$ cat src/rtl/mem_arb_pkg.sv
// -----------------------------------------------------------------------------
// mem_arb_pkg
// Shared types and helpers for the memory data-port arbiter.
//   size_e    : access size codes (1B .. 16B)
//   RSP_LAT   : cycles from acceptance to response strobe
//   size_ok() : legality check of a size/address pair against the port width.
//               Despite its name it returns the ERROR condition
//               (1 = access must be rejected).
// -----------------------------------------------------------------------------
package mem_arb_pkg;

   typedef enum logic [2:0] {
      SZ_B = 3'd0,
      SZ_H = 3'd1,
      SZ_W = 3'd2,
      SZ_D = 3'd3,
      SZ_Q = 3'd4
   } size_e;

   localparam int RSP_LAT = 1;

   // Returns 1 when the size exceeds the port width or the address is not
   // naturally aligned to the access size.
   function automatic logic size_ok(input logic [2:0] bytes,
                                    input logic [3:0] addr_lsbs,
                                    input int         nbytes);
      logic       too_big;
      logic [4:0] mask;
      logic       misaligned;
      too_big    = (bytes > SZ_Q) || ((32'd1 << bytes) > 32'(nbytes));
      mask       = (5'd1 << bytes) - 5'd1;
      misaligned = ((addr_lsbs & mask[3:0]) != 4'd0);
      return too_big | misaligned;
   endfunction

endpackage

$ cat src/rtl/rr_picker.sv
// -----------------------------------------------------------------------------
// rr_picker
// Purely combinational round-robin selector. The search starts at
// (last + 1) mod N and the first set bit of 'valid' wins.
//   valid [N]  : candidate requesters
//   last  [IW] : index of the previous winner
//   grant [N]  : one-hot winner (zero when nothing is valid)
//   idx   [IW] : index of the winner (0 when nothing is valid)
// -----------------------------------------------------------------------------
module rr_picker #(
   parameter int N  = 2,
   parameter int IW = (N > 1) ? $clog2(N) : 1
) (
   input  logic [N-1:0]  valid,
   input  logic [IW-1:0] last,
   output logic [N-1:0]  grant,
   output logic [IW-1:0] idx
);

   // Rotating priority search; 'found' blocks every later candidate.
   always_comb begin : pick
      int            cand;
      logic [IW-1:0] cidx;
      logic          hit;
      logic          found;
      grant = '0;
      idx   = '0;
      found = 1'b0;
      cand  = 0;
      cidx  = '0;
      hit   = 1'b0;
      for (int i = 1; i <= N; i++) begin
         cand        = (int'(last) + i) % N;
         cidx        = IW'(cand);
         hit         = ~found & valid[cidx];
         grant[cidx] = grant[cidx] | hit;
         idx         = hit ? cidx : idx;
         found       = found | hit;
      end
   end

endmodule

$ cat src/rtl/mem_port_arbiter.sv
// -----------------------------------------------------------------------------
// mem_port_arbiter
// Shares the single data port of the unified memory between NUM_REQ
// requesters (0 = core LSU, 1 = debug/DMA). Round-robin, one access per
// cycle, fully pipelined. Size/alignment is checked before the access is
// driven so an illegal store never writes memory. The memory answers one
// cycle after the access and the response is steered to the issuer.
//
// Optional build macro: MEM_ARB_LOCK_EN adds req_lock, letting a requester
// hold the port across several accesses (atomic read-modify-write).
//
// Ports
//   clk, rst_n        : clock, synchronous active-low reset
//   req_valid/ready   : per-requester handshake (ready is one-hot or zero)
//   req_addr/we/bytes/unsigned/wdata : per-requester access fields
//   req_lock          : (MEM_ARB_LOCK_EN only) hold the port after this access
//   rsp_valid         : per-requester one-cycle response strobe
//   rsp_rdata/rsp_err : shared response bus, qualified by rsp_valid
//   mem_*             : memory data port; mem_rd_data arrives a cycle later
// -----------------------------------------------------------------------------
module mem_port_arbiter
   import mem_arb_pkg::*;
#(
   parameter int WIDTH   = 32,
   parameter int NUM_REQ = 2,
   parameter int BYTES   = WIDTH / 8
) (
   input  logic                          clk,
   input  logic                          rst_n,
   input  logic [NUM_REQ-1:0]            req_valid,
   output logic [NUM_REQ-1:0]            req_ready,
   input  logic [NUM_REQ-1:0][WIDTH-1:0] req_addr,
   input  logic [NUM_REQ-1:0]            req_we,
   input  logic [NUM_REQ-1:0][2:0]       req_bytes,
   input  logic [NUM_REQ-1:0]            req_unsigned,
   input  logic [NUM_REQ-1:0][WIDTH-1:0] req_wdata,
`ifdef MEM_ARB_LOCK_EN
   input  logic [NUM_REQ-1:0]            req_lock,
`endif
   output logic [NUM_REQ-1:0]            rsp_valid,
   output logic [WIDTH-1:0]              rsp_rdata,
   output logic                          rsp_err,
   output logic [WIDTH-1:0]              mem_addr,
   output logic                          mem_we,
   output logic [2:0]                    mem_bytes,
   output logic                          mem_rd_unsigned,
   output logic [WIDTH-1:0]              mem_wr_data,
   input  logic [WIDTH-1:0]              mem_rd_data
);

   localparam int IDX_W = $clog2(NUM_REQ);

   logic [IDX_W-1:0]   last_grant_r;
   logic               rsp_pend_r;
   logic [IDX_W-1:0]   rsp_owner_r;
   logic               rsp_err_r;
   logic               rsp_wr_r;

   logic [NUM_REQ-1:0] elig_s;
   logic [NUM_REQ-1:0] pick_s;
   logic [IDX_W-1:0]   pick_idx_s;
   logic [NUM_REQ-1:0] grant_s;
   logic               accept_s;
   logic               win_err_s;
   logic               freeze_s;

`ifdef MEM_ARB_LOCK_EN
   logic               lock_act_r;
   logic [IDX_W-1:0]   lock_owner_r;

   // While locked only the lock owner may compete for the port.
   always_comb begin
      elig_s = req_valid;
      if (lock_act_r) begin
         elig_s = req_valid & ({{(NUM_REQ-1){1'b0}}, 1'b1} << lock_owner_r);
      end else begin
         elig_s = req_valid;
      end
   end

   assign freeze_s = lock_act_r;

   // Lock state: set by a locked accept, cleared by the owner's unlocked accept.
   always_ff @(posedge clk) begin
      if (!rst_n) begin
         lock_act_r   <= 1'b0;
         lock_owner_r <= '0;
      end else if (accept_s) begin
         if (lock_act_r) begin
            lock_act_r <= req_lock[pick_idx_s];
         end else if (req_lock[pick_idx_s]) begin
            lock_act_r   <= 1'b1;
            lock_owner_r <= pick_idx_s;
         end
      end
   end
`else
   assign elig_s   = req_valid;
   assign freeze_s = 1'b0;
`endif

   rr_picker #(
      .N  (NUM_REQ),
      .IW (IDX_W)
   ) u_picker (
      .valid (elig_s),
      .last  (last_grant_r),
      .grant (pick_s),
      .idx   (pick_idx_s)
   );

   // Grant is suppressed during reset; the legality check uses the winner only.
   always_comb begin
      grant_s   = '0;
      accept_s  = 1'b0;
      win_err_s = 1'b0;
      if (rst_n) begin
         grant_s   = pick_s;
         accept_s  = |pick_s;
         win_err_s = (|pick_s) &
                     size_ok(req_bytes[pick_idx_s], req_addr[pick_idx_s][3:0], BYTES);
      end else begin
         grant_s   = '0;
         accept_s  = 1'b0;
         win_err_s = 1'b0;
      end
   end

   assign req_ready = grant_s;

   // Memory port drive: winner's fields in the accept cycle, all zero otherwise.
   always_comb begin
      mem_addr        = '0;
      mem_we          = 1'b0;
      mem_bytes       = 3'd0;
      mem_rd_unsigned = 1'b0;
      mem_wr_data     = '0;
      if (accept_s) begin
         mem_addr        = req_addr[pick_idx_s];
         mem_we          = req_we[pick_idx_s] & ~win_err_s;
         mem_bytes       = req_bytes[pick_idx_s];
         mem_rd_unsigned = req_unsigned[pick_idx_s];
         mem_wr_data     = req_wdata[pick_idx_s];
      end else begin
         mem_addr        = '0;
         mem_we          = 1'b0;
         mem_bytes       = 3'd0;
         mem_rd_unsigned = 1'b0;
         mem_wr_data     = '0;
      end
   end

   // Round-robin pointer and the single-entry response pipeline stage.
   always_ff @(posedge clk) begin
      if (!rst_n) begin
         last_grant_r <= IDX_W'(NUM_REQ - 1);
         rsp_pend_r   <= 1'b0;
         rsp_owner_r  <= '0;
         rsp_err_r    <= 1'b0;
         rsp_wr_r     <= 1'b0;
      end else begin
         rsp_pend_r  <= accept_s;
         rsp_owner_r <= pick_idx_s;
         rsp_err_r   <= win_err_s;
         rsp_wr_r    <= accept_s & req_we[pick_idx_s];
         if (accept_s && !freeze_s) begin
            last_grant_r <= pick_idx_s;
         end
      end
   end

   // Response steering; read data is passed only for a good load.
   always_comb begin
      rsp_valid = '0;
      rsp_err   = 1'b0;
      rsp_rdata = '0;
      if (rst_n && rsp_pend_r) begin
         rsp_valid[rsp_owner_r] = 1'b1;
         rsp_err                = rsp_err_r;
         rsp_rdata              = (!rsp_wr_r && !rsp_err_r) ? mem_rd_data : '0;
      end else begin
         rsp_valid = '0;
         rsp_err   = 1'b0;
         rsp_rdata = '0;
      end
   end

endmodule

$ cat config.mk
export PLATFORM = sky130hd
export DESIGN_NAME = mem_port_arbiter
export DESIGN_NICKNAME = d
export VERILOG_FILES = /design/src/rtl/mem_arb_pkg.sv /design/src/rtl/rr_picker.sv /design/src/rtl/mem_port_arbiter.sv
export SDC_FILE = /design/constraint.sdc
export NUM_CORES = 1
export LEC_CHECK = 0
export ABC_AREA = 1
export CAP_MARGIN = 20
export CORE_AREA = 8 8 103 105
export CTS_CLUSTER_SIZE = 12
export DETAILED_ROUTE_END_ITERATION = 8
export DIE_AREA = 0 0 111 113
export PLACE_DENSITY = 0.79
export REMOVE_ABC_BUFFERS = 1
export SYNTH_ARGS = -nofsm -noshare
export SYNTH_HDL_FRONTEND = slang
export SYNTH_HIERARCHICAL = 1
export SYNTH_SLANG_ARGS = --single-unit
$ cat constraint.sdc
create_clock -name clk -period 4.3 [get_ports clk]
set_clock_uncertainty 0.15 [all_clocks]
set_input_delay 0.43 -clock clk [delete_from_list [all_inputs] [get_ports clk]]
set_output_delay 0.43 -clock clk [all_outputs]
set_load 0.02 [all_outputs]
# Word-level counts from Yosys, hierarchy flattened
# Index checks and enable logic that the tools add are counted.
[totals]
reg_bits = 5
word_cells = 78
output_inout_bits = 106
[op_classes]
add_sub_neg = 3
n_reduce_logical = 10
n_bitwise = 11
n_lt_le_gt_ge = 9
shift = 2
mux = 38
[ops]
columns = ["cell", "count"]
rows = [
  ["2-to-1 mux 32 bit", 8],
  ["greater-than comparator 32 x 3 -> 1 bit, second input constant", 1],
  ["<< shifter 1 x 3 -> 32 bit, first input constant", 1],
  ["2-to-1 mux 1 bit", 21],
  ["2-to-1 mux 3 bit", 3],
  ["< comparator 1 x 2 -> 1 bit, second input constant", 4],
  ["logical AND 1 bit", 5],
  ["AND 1 bit", 4],
  ["AND 4 bit", 1],
  ["2-to-1 mux 2 bit", 2],
  ["nonzero test 4 bit", 1],
  ["<< shifter 1 x 3 -> 4 bit, first input constant", 1],
  ["subtractor 4 x 1 -> 4 bit, second input constant", 1],
  ["demux 1 bit (select 1 bit)", 3],
  ["greater-or-equal comparator 1 bit, second input constant", 3],
  ["greater-than comparator 3 bit, second input constant", 1],
  ["bitwise OR 1 bit", 3],
  ["adder 1 bit, second input constant", 2],
  ["AND 2 bit", 1],
  ["bitwise mux 2 bit", 1],
  ["zero test 1 bit", 2],
  ["NOT 1 bit", 2],
  ["OR reduction 2 bit", 1],
  ["logical OR 1 bit", 1],
]

# Longest topological paths before layout
# Gate-level depths: netlist of run 1.
[depth]
ltp_word = 18
mapped_depth = 13

# By module
# The synthesis of run 1 kept the hierarchy.
[modules_own_cells]
columns = ["module", "instances", "cells_each", "area_per_inst_um2", "seq_area_each_um2"]
rows = [
  ["mem_port_arbiter", 1, 446, 2217.1, 100.1],
  ["rr_picker", 1, 5, 35.0, 0.0],
]

# Least setup slack after synthesis of run 1
# OpenSTA, ideal clock, no wires.
[synth_path]
kind = "in2out"
startpoint = "input req_valid[1]"
endpoint = "output mem_we"
cell_stages = 11
arrival_ps = 1779
path_buffers = 1
setup_slack_ps = 1941
cell_sequence = "a21boi_2 > buf_6 > inv_6 > nand2_1 > nand2_1 > nand4_1 > ha_1 > a21oi_1 > nor2_1 > nand3_1 > nor2_1"
[synth_between]
elab_chain_len = 17
word_cells_on_any_way = 36
cone_classes = "1 x add/sub; 2 x order compare; 2 x shift; 18 x mux; 10 x bitwise; 3 x reduce/logical"
[synth_rtl]
columns = ["item", "line_no", "rtl"]
rows = [
  ["start: declaration", "mem_port_arbiter.sv:30", "input logic [NUM_REQ-1:0] req_valid,"],
  ["branches (longest 16 deep; another with greater-than comparator 32 x 3 -> 1 bit)", "n/a", ""],
  ["2-to-1 mux 1 bit (*)", "mem_port_arbiter.sv:138", "if (accept_s) begin"],
  ["end: declaration", "mem_port_arbiter.sv:44", "output logic mem_we,"],
]
# Every way passes the cells marked *. The select of a mux whose other input is x is not followed.

# Final worst setup path of run 1
[layout_path]
startpoint = "input req_valid[1]"
endpoint = "output mem_we"
[layout_between]
elab_chain_len = 17
word_cells_on_any_way = 36
cone_classes = "1 x add/sub; 2 x order compare; 2 x shift; 18 x mux; 10 x bitwise; 3 x reduce/logical"
[layout_rtl]
columns = ["item", "line_no", "rtl"]
rows = [
  ["2-to-1 mux 1 bit (not written as such) (2 in a row)", "rr_picker.sv:35", "hit = ~found & valid[cidx];"],
  ["NOT 1 bit", "rr_picker.sv:35", ""],
  ["AND 1 bit", "rr_picker.sv:35", ""],
  ["2-to-1 mux 1 bit (*)", "rr_picker.sv:37", "idx = hit ? cidx : idx;"],
  ["net pick_idx_s", "mem_port_arbiter.sv:61", "logic [IDX_W-1:0] pick_idx_s;"],
  ["branches (longest 10 deep; another with greater-than comparator 32 x 3 -> 1 bit)", "n/a", ""],
  ["AND 1 bit (*)", "mem_port_arbiter.sv:140", "mem_we = req_we[pick_idx_s] & ~win_err_s;"],
  ["2-to-1 mux 1 bit (*)", "mem_port_arbiter.sv:138", ""],
]
# Mark *: on every way through the listed nets, which the timed path passes. The select of a mux whose other input is x is not followed.

==> results of run 1 <==
## synth_stat cells, drive strengths merged
master | n | area (sq um)
a21boi | 2 | 18.8
a21oi | 4 | 23.8
buf | 29 | 335
dfxtp | 5 | 100
ha | 1 | 12.5
inv | 82 | 315
mux2i | 1 | 10.0
nand2 | 278 | 1060
nand3 | 4 | 25.0
nand4 | 1 | 6.26
nor2 | 10 | 40.0
nor3b | 32 | 290
o211ai | 1 | 7.51
or2 | 1 | 6.26
## metrics by stage
| step | instance area, sq um | setup WS, ns | utilization, % |
|---|---|---|---|
| 3_5_place_dp | 4880 | 0.481 | 54.3 |
| 5_1_grt | 4950 | 0.278 | 55.1 |
| 2_1_floorplan | 1920 | 0.215 | - |
| 3_3_place_gp | 4880 | 0.567 | 54.3 |
| 6_report | 4950 | 0.463 | 55.1 |
| 4_1_cts | 4920 | 0.467 | 54.8 |
## cells by family after synthesis
| group | Yosys count |
|---|---|
| AOI/OAI and AO/OA | 7 |
| adders and majority gates | 1 |
| buffers and inverters | 111 |
| DFF | 5 |
| muxes | 1 |
| and+or+nand+nor | 326 |
## final cells by class
type,instances,area (sq um)
Timing Repair Buffer,283,2840
Tap cell,111,139
Clock buffer,4,45.0
Sequential cell,5,100
Multi-Input combinational cell,335,1510
Inverter,82,315
Fill cell,871,4030
## worst max path at each step
stage / from / to / slack [ns]
3_3_place_gp: req_valid[1] / mem_we / 0.57
6_report: req_valid[1] / mem_we / 0.46
2_1_floorplan: req_valid[0] / mem_we / 0.21
3_5_place_dp: req_valid[1] / mem_we / 0.48
4_1_cts: req_valid[1] / mem_we / 0.47
5_1_grt: req_valid[1] / mem_we / 0.28
## power breakdown
part           total [mW]  switching, mW  internal (mW)  leakage (nW)
registers          0.0535        0.00261         0.0509        0.0416
clock network      0.0846         0.0211         0.0635        0.0228
logic               0.581          0.275          0.306          2.56
total               0.719          0.299          0.421          2.62
## critical path, cell delays in order
cell             delay, ns
clkdlybuf4s50_1       0.53
a21boi_4              0.32
buf_4                 0.35
nand2_1               0.12
nand2_1               0.14
nand3_2               0.09
ha_1                  0.22
nand3_1               0.09
nand2_1               0.06
nand2_1               0.06
nand3_1               0.10
nor2_1                0.10
clkdlybuf4s50_1       0.63
## flip-flops by register name, summed over array words and instances (netlist names)
| signal | cells |
|---|---|
| last_grant_r | 1 |
| rsp_err_r | 1 |
| rsp_owner_r | 1 |
| rsp_pend_r | 1 |
| rsp_wr_r | 1 |
## routing by layer
layer / track usage, % / up-vias / share of wire, %
li1: - / 1811 / -
met1: 17.1 / 1544 / 37
met2: 33.4 / 184 / 51
met3: 7.30 / 12 / 11
met4: 3.69 / 0 / 1.2
met5: 0 / - / 0
==> qor.csv, run 1 <==
metric,value,unit
outcome,completed,
ctsRootBufferMaster,clkbuf_8,
max-vdd-ir-drop,0.0000732,V
ant_nets,0,
syn_area_per_cell,4.99,sq um
cp_data_required_time,3.72,ns
cts_setup_buffers,0,
setup_viol,0,
yosys.area_share.adder,0.556,%
worst_r2r_path_depth,12,
fmax,0.261,GHz
die_area,12500,sq um
clock-sinks,5,
ctsHoldBuffers,0,
rows,35,
hold_depth,2,
rsz0062_at_grt,false,
fp.dieW,111,um
grt_pass1_vias,3666,
cts_tree,built,
critical_path_class,input port to output port,
r2r_slack,2.05,ns
routed_wirelength,11.8,mm
yosysWarnings,6,
synth_top_family_by_area,simple AND/OR/NAND/NOR gates,
dp.cells,815,
vias_per_cell,4.33,
min_to,last_grant_r$_SDFFE_PN1P_,
hp-start,last_grant_r$_SDFFE_PN1P_,
io_pins,280,
layout.cells.non_filler,820,
path_max_fanout,29,
yosysSeqAreaShare,4.44,%
hold_slack,0.423,ns
cap_violations,0,
worstMarginPinSlew,0.687,ns
drc_errors,0,
ctsResizeCount,0,
hpwl,10.0,mm
grt_antenna_before_repair,0,
timing.final.crit_share,89.2,%
drt_iter0_markers,191,
clkLatencyLatePin,0.22,ns
insertedDiodeCount,0,
muxShareOfSynthArea,0.444,%
grt_overflow,0,
final_cell_mix,"279 x clkdlybuf4s50_1, 273 x nand2_1, 80 x inv_1",
cts_buffer_depth,2,
finalMaxSlewViolations,0,
globalplace.congestion,0.848,
cts_made_buffers,3,
grt_pass1_wl,18.4,mm
synth_xor_area_share,0,%
leakage,2.62,nW
crit_arrival,3.26,ns
syn_to_final_growth,120,%
drive_gt1_share,3.95,%
synth.distinct_cells,25,
holdCritPathClass,flop to flop,
grt_max_degree,71,
synthCells,451,
drtPass1Iterations,5,
power,0.719,mW
core,8980,sq um
synthSimpleGateAreaFrac,63.4,%
ys_seq_elements,5,
grt_usage,17.5,%
cp-end-kind,output port,
slew_headroom,54.1,%
hold_viol,0,
start_kind,input port,
finalCriticalPeriod,3.84,ns
fp.dieH,113,um
path_clk_slew,0.03,ns
p_per_area,145,nW/um^2
syn_area,2250,sq um
layout_commonest_cell,clkdlybuf4s50_1,
reg2reg_from,last_grant_r$_SDFFE_PN1P_,
setup_tns,0,ns
cts-htree-levels,1,
timing.rr.end,rsp_err_r$_SDFF_PN0_,
port_buffers,279,
initial_core_util,25.1,%
synth-compound-area-share,2.22,%
layout.nets,885,
vias,3551,
wire_per_inst,14.4,um
No activity file was read; power rests on OpenSTA's default activity.
==> run 2: changes to the inputs <==
--- a/config.mk
+++ b/config.mk
@@ -6,7 +6,7 @@
 export NUM_CORES = 1
 export LEC_CHECK = 0
 export ABC_AREA = 1
-export CAP_MARGIN = 20
+export CAP_MARGIN = 10
 export CORE_AREA = 8 8 103 105
 export CTS_CLUSTER_SIZE = 12
 export DETAILED_ROUTE_END_ITERATION = 8
==> results of run 2 <==
Final layout, timing and power as in run 1 (identical DEF).
